$ cat config.mk
export PLATFORM = sky130hd
export DESIGN_NAME = rs_wakeup_select
export DESIGN_NICKNAME = d
export VERILOG_FILES = /design/src/rtl/rs_wakeup_select.sv
export SDC_FILE = /design/constraint.sdc
export NUM_CORES = 1
export LEC_CHECK = 0
export ABC_AREA = 1
export CAP_MARGIN = 20
export CORE_ASPECT_RATIO = 0.7
export CORE_MARGIN = 10
export CORE_UTILIZATION = 51
export CTS_CLUSTER_DIAMETER = 120
export CTS_CLUSTER_SIZE = 14
export DETAILED_ROUTE_END_ITERATION = 16
export PLACE_DENSITY_LB_ADDON = 0.25
export SYNTH_ARGS = -nofsm -noshare
export SYNTH_HDL_FRONTEND = slang
export SYNTH_SLANG_ARGS = --single-unit
$ cat constraint.sdc
create_clock -name clk -period 2.25 [get_ports clk]
set_clock_uncertainty 0.1 [all_clocks]
set_input_delay 0.225 -clock clk [delete_from_list [all_inputs] [get_ports clk]]
set_output_delay 0.225 -clock clk [all_outputs]
set_load 0.01 [all_outputs]
$ cat src/rtl/rs_wakeup_select.sv
// Per-FU reservation station: holds dispatched packets with dependency masks cleared by
// wakeup broadcasts, and issues the oldest ready entry over a valid/ready handshake.
module rs_wakeup_select #(
    parameter int  RS_ENTRIES = 4,
    parameter int  NUM_FUS    = 4,
    parameter int  FU_ID      = 0,
    parameter int  PKT_W      = 64,
    localparam int TAG_N      = RS_ENTRIES * NUM_FUS,
    localparam int IDX_W      = (RS_ENTRIES > 1) ? $clog2(RS_ENTRIES) : 1,
    localparam int TAG_W      = (TAG_N > 1) ? $clog2(TAG_N) : 1,
    localparam int OCC_W      = IDX_W + 1
) (
    input  logic             clk,
    input  logic             rst_n,
    input  logic             flush,
    input  logic             disp_valid,
    input  logic [PKT_W-1:0] disp_pkt,
    input  logic [TAG_N-1:0] dependency_mask,
    output logic [IDX_W-1:0] rs_entry_idx,
    output logic             rs_full,
    input  logic [TAG_N-1:0] wake_vec,
    output logic             iss_valid,
    input  logic             iss_ready,
    output logic [PKT_W-1:0] iss_pkt,
    output logic [TAG_W-1:0] iss_tag,
    output logic [OCC_W-1:0] occupancy
);

    typedef enum logic {
        ST_UNLOCKED = 1'b0,
        ST_LOCKED   = 1'b1
    } lock_state_t;

    // Entry state
    logic [RS_ENTRIES-1:0] valid_q, valid_d;
    logic [TAG_N-1:0]      mask_q  [RS_ENTRIES];
    logic [TAG_N-1:0]      mask_d  [RS_ENTRIES];
    logic [PKT_W-1:0]      pkt_q   [RS_ENTRIES];
    logic [PKT_W-1:0]      pkt_d   [RS_ENTRIES];
    // older_q[i][j] = 1 means entry j was allocated before entry i
    logic [RS_ENTRIES-1:0] older_q [RS_ENTRIES];
    logic [RS_ENTRIES-1:0] older_d [RS_ENTRIES];

    lock_state_t      state_q, state_d;
    logic [IDX_W-1:0] lock_idx_q, lock_idx_d;

    // Combinational datapath
    logic [RS_ENTRIES-1:0] ready;
    logic [RS_ENTRIES-1:0] sel_onehot;
    logic [RS_ENTRIES-1:0] alloc_onehot;
    logic [RS_ENTRIES-1:0] free_onehot;
    logic [IDX_W-1:0]      sel_idx;
    logic                  sel_any;
    logic [IDX_W-1:0]      alloc_idx;
    logic                  alloc_found;
    logic [IDX_W-1:0]      issue_idx;
    logic                  iss_valid_int;
    logic                  fire;
    logic                  accept;
    logic [OCC_W-1:0]      occ_count;
    logic [TAG_W-1:0]      issue_tag;
    logic [TAG_W-1:0]      alloc_tag;

    // Lowest-index free slot, from registered valids only (a freed slot is not bypassed).
    always_comb begin
        alloc_idx   = '0;
        alloc_found = 1'b0;
        for (int i = 0; i < RS_ENTRIES; i++) begin
            if (!valid_q[i] && !alloc_found) begin
                alloc_idx   = IDX_W'(i);
                alloc_found = 1'b1;
            end
        end
    end

    assign rs_full      = &valid_q;
    assign rs_entry_idx = alloc_idx;
    assign accept       = disp_valid && !rs_full && !flush;

    // Age-matrix select yields at most one hot bit; encode it.
    always_comb begin
        sel_idx = '0;
        for (int i = 0; i < RS_ENTRIES; i++) begin
            if (sel_onehot[i]) begin
                sel_idx = IDX_W'(i);
            end
        end
    end

    assign sel_any = |sel_onehot;

    // Once a candidate has been presented and refused, it stays on the port until taken.
    always_comb begin
        issue_idx     = sel_idx;
        iss_valid_int = sel_any;
        if (state_q == ST_LOCKED) begin
            issue_idx     = lock_idx_q;
            iss_valid_int = valid_q[lock_idx_q];
        end
    end

    assign fire      = iss_valid_int && iss_ready;
    assign issue_tag = TAG_W'(FU_ID * RS_ENTRIES + int'(issue_idx));
    assign alloc_tag = TAG_W'(FU_ID * RS_ENTRIES + int'(alloc_idx));

    assign iss_valid = iss_valid_int;
    assign iss_pkt   = iss_valid_int ? pkt_q[issue_idx] : '0;
    assign iss_tag   = iss_valid_int ? issue_tag : '0;

    always_comb begin
        occ_count = '0;
        for (int i = 0; i < RS_ENTRIES; i++) begin
            occ_count = occ_count + OCC_W'(valid_q[i]);
        end
    end

    assign occupancy = occ_count;

    // Per-entry next-state
    for (genvar gi = 0; gi < RS_ENTRIES; gi++) begin : g_entry
        assign ready[gi]        = valid_q[gi] && (mask_q[gi] == '0);
        assign sel_onehot[gi]   = ready[gi] && ((older_q[gi] & ready) == '0);
        assign alloc_onehot[gi] = accept && (alloc_idx == IDX_W'(gi));
        assign free_onehot[gi]  = fire && !flush && (issue_idx == IDX_W'(gi));

        assign valid_d[gi] = flush ? 1'b0
                                   : (alloc_onehot[gi] || (valid_q[gi] && !free_onehot[gi]));

        // A wakeup in the dispatch cycle is applied to the incoming mask as well.
        assign mask_d[gi] = alloc_onehot[gi] ? (dependency_mask & ~wake_vec)
                                             : (mask_q[gi] & ~wake_vec);

        assign pkt_d[gi] = alloc_onehot[gi] ? disp_pkt : pkt_q[gi];

        // New entry is younger than every survivor; stale column bits of its slot are cleared.
        assign older_d[gi] = alloc_onehot[gi] ? (valid_q & ~free_onehot)
                                              : (older_q[gi] & ~alloc_onehot);
    end

    // Issue lock FSM
    always_comb begin
        state_d    = state_q;
        lock_idx_d = lock_idx_q;
        case (state_q)
            ST_UNLOCKED: begin
                if (iss_valid_int && !iss_ready) begin
                    state_d    = ST_LOCKED;
                    lock_idx_d = sel_idx;
                end
            end
            ST_LOCKED: begin
                if (iss_ready) begin
                    state_d = ST_UNLOCKED;
                end
            end
            default: state_d = ST_UNLOCKED;
        endcase
        if (flush) begin
            state_d = ST_UNLOCKED;
        end
    end

    always_ff @(posedge clk or negedge rst_n) begin
        if (!rst_n) begin
            valid_q    <= '0;
            state_q    <= ST_UNLOCKED;
            lock_idx_q <= '0;
            for (int i = 0; i < RS_ENTRIES; i++) begin
                mask_q[i]  <= '0;
                pkt_q[i]   <= '0;
                older_q[i] <= '0;
            end
        end else begin
            valid_q    <= valid_d;
            state_q    <= state_d;
            lock_idx_q <= lock_idx_d;
            for (int i = 0; i < RS_ENTRIES; i++) begin
                mask_q[i]  <= mask_d[i];
                pkt_q[i]   <= pkt_d[i];
                older_q[i] <= older_d[i];
            end
        end
    end

    // An entry may never wait on its own global tag.
    a_no_self_dep: assert property (@(posedge clk) disable iff (!rst_n)
        accept |-> !dependency_mask[alloc_tag]);

    a_lock_valid: assert property (@(posedge clk) disable iff (!rst_n)
        (state_q == ST_LOCKED) |-> valid_q[lock_idx_q]);

endmodule

==> reports/qor.log <==
INFO  cts            worstSkewPairLatency=0.57ns
INFO  cts            clock_tree.htree_level_count=1
INFO  power          power_switching=4.54mW
INFO  die            core_area=31,100squm
INFO  cts            cts.reportedPaths.clkPinSlew=0.07ns
INFO  cts            tritoncts=yes
INFO  finish         num-nets-final=2,471
INFO  finish         final_util=71.4%
INFO  yosys          avgSynthCellArea=7.84squm
INFO  global_routing grt.total_usage=25.3%
INFO  yosys          synth_sequential_area_ratio=53.4%
INFO  cts            clock_buffers_created_by_tritoncts=28
INFO  flow_run       max-cap-violations=0
INFO  yosys          synth_xor_area_share=0%
INFO  placement      globalplace.congestion=0.920
INFO  cts            clockBufferDepth=3
INFO  drt            detailroute.via_count=15,906
INFO  sta            setup_viol=400
INFO  die            io_pins=176
INFO  placement      placement.io_buffers=173
INFO  sta            layout_setup_ws=-1.10ns
INFO  drt            drt-pass1-iter-count=6
INFO  die            die_area=39,100squm
INFO  die            initial_util=51.7%
INFO  finish         post_layout_nonfiller_instances=2,785
INFO  critical_path  path_max_fanout=16
INFO  placement      place.detailed.instances=2,657
INFO  drt            final_routed_wirelength=55,600um
INFO  drt            wl_per_cell=20.0um
INFO  sta            rsz0062_at_grt=true
INFO  yosys          post_synth_fa_ha_maj_area_fraction=0.514%
INFO  finish         n_fill_cell=2,292
INFO  yosys          count_of_cell_types_in_the_netlist=26
INFO  drt            antenna_violating_nets_left=0
INFO  critical_path  regToRegStartpoint=mask_q[23]
INFO  global_routing vias_in_the_first_global_route=15,464
INFO  critical_path  crit_path_end_kind=output port
INFO  yosys          synth_top_family_by_area=simple AND/OR/NAND/NOR gates
INFO  placement      dpl.hpwl=31,300um
INFO  cts            clock-root-buffer=sky130_fd_sc_hd__clkbuf_16
INFO  critical_path  worstRegToRegCells=16
INFO  global_routing gr-total-overflow=0
INFO  finish         area.growth.synth_to_final=38.0%
INFO  power          p_leak=11.0nW
INFO  yosys          synth_compound_gate_area_share=12.6%
INFO  worst_hold_path worstHoldPathType=in2async
INFO  global_routing antenna_found_initial=1
INFO  power          p_sw_share=29.8%
INFO  drt            detail_route.drc_violations=0
INFO  drt            drt-vias-per-instance=5.71
INFO  power          p_per_area=686nW/um^2
INFO  power          sequentialPowerShare=47.9%
INFO  power          intPower=10.7mW
INFO  sta            period_minus_slack=3.35ns
INFO  critical_path  startpoint_type=register
INFO  finish         mostFrequentLayoutCell=sky130_fd_sc_hd__nand2_1
INFO  yosys          multiplexer_share_of_the_synthesized_area=0%
INFO  global_routing largest_net_degree_at_the_start_of_global_routing=77
INFO  yosys          synth_cells=2,049
INFO  die            die_height=169um
INFO  finish         layout_common_cells=657 x sky130_fd_sc_hd__nand2_1, 343 x sky130_fd_sc_hd__dfrtp_1, 296 x sky130_fd_sc_hd__o21ai_0
INFO  critical_path  rr_endpoint=older_q[2]
INFO  yosys          synth_warnings=0
INFO  power          p_comb_share=22.7%
INFO  cts            cts_sink_count=343
INFO  yosys          simple_gate_portion_of_the_synthesized_area=26.3%
INFO  critical_path  ff2ff_setup_slack=-0.50ns
INFO  die            rows=54
INFO  finish         share_of_cells_above_drive_strength_1=23.6%
INFO  yosys          netlist_area=16,100squm
INFO  sta            hold_violations=0
INFO  power          clockPowerShare=29.4%
INFO  drt            detailedRoute.firstIterationViolations=1,937
INFO  critical_path  timing.critical_path.arrival=3.03ns
INFO  power          worst_ir_drop_vdd=570uV
INFO  sta            fmax=0.298GHz
INFO  sta            fin_crit_share=149%
INFO  die            die_width=232um
INFO  critical_path  worstSetupPathType=reg2out
INFO  sta            slew_viol_final=0
INFO  critical_path  worst_ep_required_time=1.92ns
INFO  outcome        violations=negative setup slack
INFO  outcome        outcome=finished with violations
INFO  yosys          synth_seq_cells=343
INFO  global_routing grt_pass1_wl=81,700um
[power by group through the flow]
| stage | sequential (mW) | clock, mW | combinational, mW |
|---|---|---|---|
| floorplan | 7.26 | 0 | 1.50 |
| global placement | 7.33 | 0 | 2.65 |
| detailed placement | 7.36 | 0 | 2.73 |
| CTS | 7.26 | 4.50 | 3.11 |
| global route | 7.36 | 4.74 | 3.80 |
| finish | 7.30 | 4.47 | 3.45 |
[per-stage QoR]
stage          setup TNS, ns  instance area (sq um)  hold WS [ns]  power, mW  setup slack [ns]
2_1_floorplan              0                  16100        -0.171       8.76           0.00474
3_3_place_gp          -87.35                  19400        0.0804       9.98            -0.928
3_5_place_dp          -93.28                  19400        0.0860       10.1            -0.993
4_1_cts               -68.42                  21200        0.0916       14.9             -1.08
5_1_grt              -154.13                  22200         0.110       15.9             -1.22
6_report             -124.77                  22200        0.0773       15.2             -1.10
[worst max-delay path, stage by stage (launching register included)]
cell	delay, ns
sky130_fd_sc_hd__dfrtp_1	0.41
sky130_fd_sc_hd__nor2_2	0.20
sky130_fd_sc_hd__nand2_2	0.12
sky130_fd_sc_hd__nor2_2	0.16
sky130_fd_sc_hd__nand3b_1	0.10
sky130_fd_sc_hd__nor2_1	0.13
sky130_fd_sc_hd__nand2_2	0.10
sky130_fd_sc_hd__nand2_2	0.10
sky130_fd_sc_hd__nand3_4	0.14
sky130_fd_sc_hd__nand2_8	0.15
sky130_fd_sc_hd__buf_12	0.17
sky130_fd_sc_hd__buf_6	0.13
sky130_fd_sc_hd__nand2_1	0.05
sky130_fd_sc_hd__nand2_1	0.06
sky130_fd_sc_hd__nand2_1	0.07
sky130_fd_sc_hd__a21oi_2	0.20
sky130_fd_sc_hd__buf_2	0.17
[repair_timing]
action	4_1_cts	5_1_grt
gates resized for setup	459	181
hold buffers	1	0
endpoints found under the setup margin	173	402
endpoints found under the hold margin	334	0
pin swaps	37	49
setup buffers	62	30
gates cloned	7	21
[registers in the layout, summed over array words and instances (netlist names), named ones only]
register / count
lock_idx_q: 2
mask_q: 64
older_q: 12
pkt_q: 256
state_q: 1
valid_q: 4
[final cells by class]
type,count,area (sq um),area share (%)
Inverter,125,515,2.32
Clock inverter,1,8.76,0.0395
Antenna cell,1,2.50,0.0113
Multi-Input combinational cell,1443,7200,32.4
Sequential cell,343,8580,38.7
Clock buffer,29,726,3.27
Tap cell,420,526,2.37
Timing Repair Buffer,421,4600,20.8
Timing Repair inverter,2,22.5,0.102
[routing by layer]
layer	vias to the layer above	global-route usage, %	part of all wire (%)
met1	7658	35.2	41
li1	7235	-	-
met5	-	0	0
met2	860	39.8	47
met3	153	5.23	9.1
met4	0	6.26	3.0
[cells in the mapped netlist]
cell type / instances / share of area (%)
sky130_fd_sc_hd__inv_2: 2 / 0.047
sky130_fd_sc_hd__o2111ai_1: 1 / 0.055
sky130_fd_sc_hd__clkbuf_1: 84 / 2.0
sky130_fd_sc_hd__inv_1: 123 / 2.9
sky130_fd_sc_hd__nor3_1: 4 / 0.12
sky130_fd_sc_hd__nand3_1: 238 / 7.4
sky130_fd_sc_hd__dfrtp_1: 343 / 53
sky130_fd_sc_hd__o22ai_1: 1 / 0.039
sky130_fd_sc_hd__nand2_1: 711 / 17
sky130_fd_sc_hd__nand3_4: 1 / 0.11
sky130_fd_sc_hd__nand2_2: 1 / 0.039
sky130_fd_sc_hd__buf_2: 33 / 1.0
sky130_fd_sc_hd__buf_6: 9 / 0.63
sky130_fd_sc_hd__o21ai_0: 331 / 10
sky130_fd_sc_hd__nor2_1: 67 / 1.6
sky130_fd_sc_hd__o221ai_1: 1 / 0.055
sky130_fd_sc_hd__nand2_4: 1 / 0.070
sky130_fd_sc_hd__fa_1: 1 / 0.12
sky130_fd_sc_hd__nor2_2: 3 / 0.12
sky130_fd_sc_hd__a21oi_1: 68 / 2.1
sky130_fd_sc_hd__o21ai_2: 1 / 0.055
sky130_fd_sc_hd__nand3b_1: 1 / 0.047
sky130_fd_sc_hd__buf_4: 13 / 0.61
sky130_fd_sc_hd__conb_1: 1 / 0.023
sky130_fd_sc_hd__ha_1: 5 / 0.39
sky130_fd_sc_hd__nand4_1: 5 / 0.19
[cells by family after synthesis]
| family | count (synthesis) |
|---|---|
| other cells | 1 |
| flops | 343 |
| fa+ha+maj | 6 |
| simple gates | 1032 |
| compound gates | 403 |
| buf+inv | 264 |
[worst max path at each step]
| stage | from | slack, ns | end |
|---|---|---|---|
| finish | mask_q[23] | -1.10 | iss_pkt[62] |
| global route | mask_q[38] | -1.22 | iss_pkt[30] |
| CTS | mask_q[50] | -1.08 | iss_pkt[19] |
| detailed placement | mask_q[53] | -0.99 | iss_pkt[60] |
| global placement | mask_q[52] | -0.93 | iss_pkt[60] |
| floorplan | valid_q[2] | 0.005 | iss_pkt[54] |
Power figures use the tool's default switching activity.
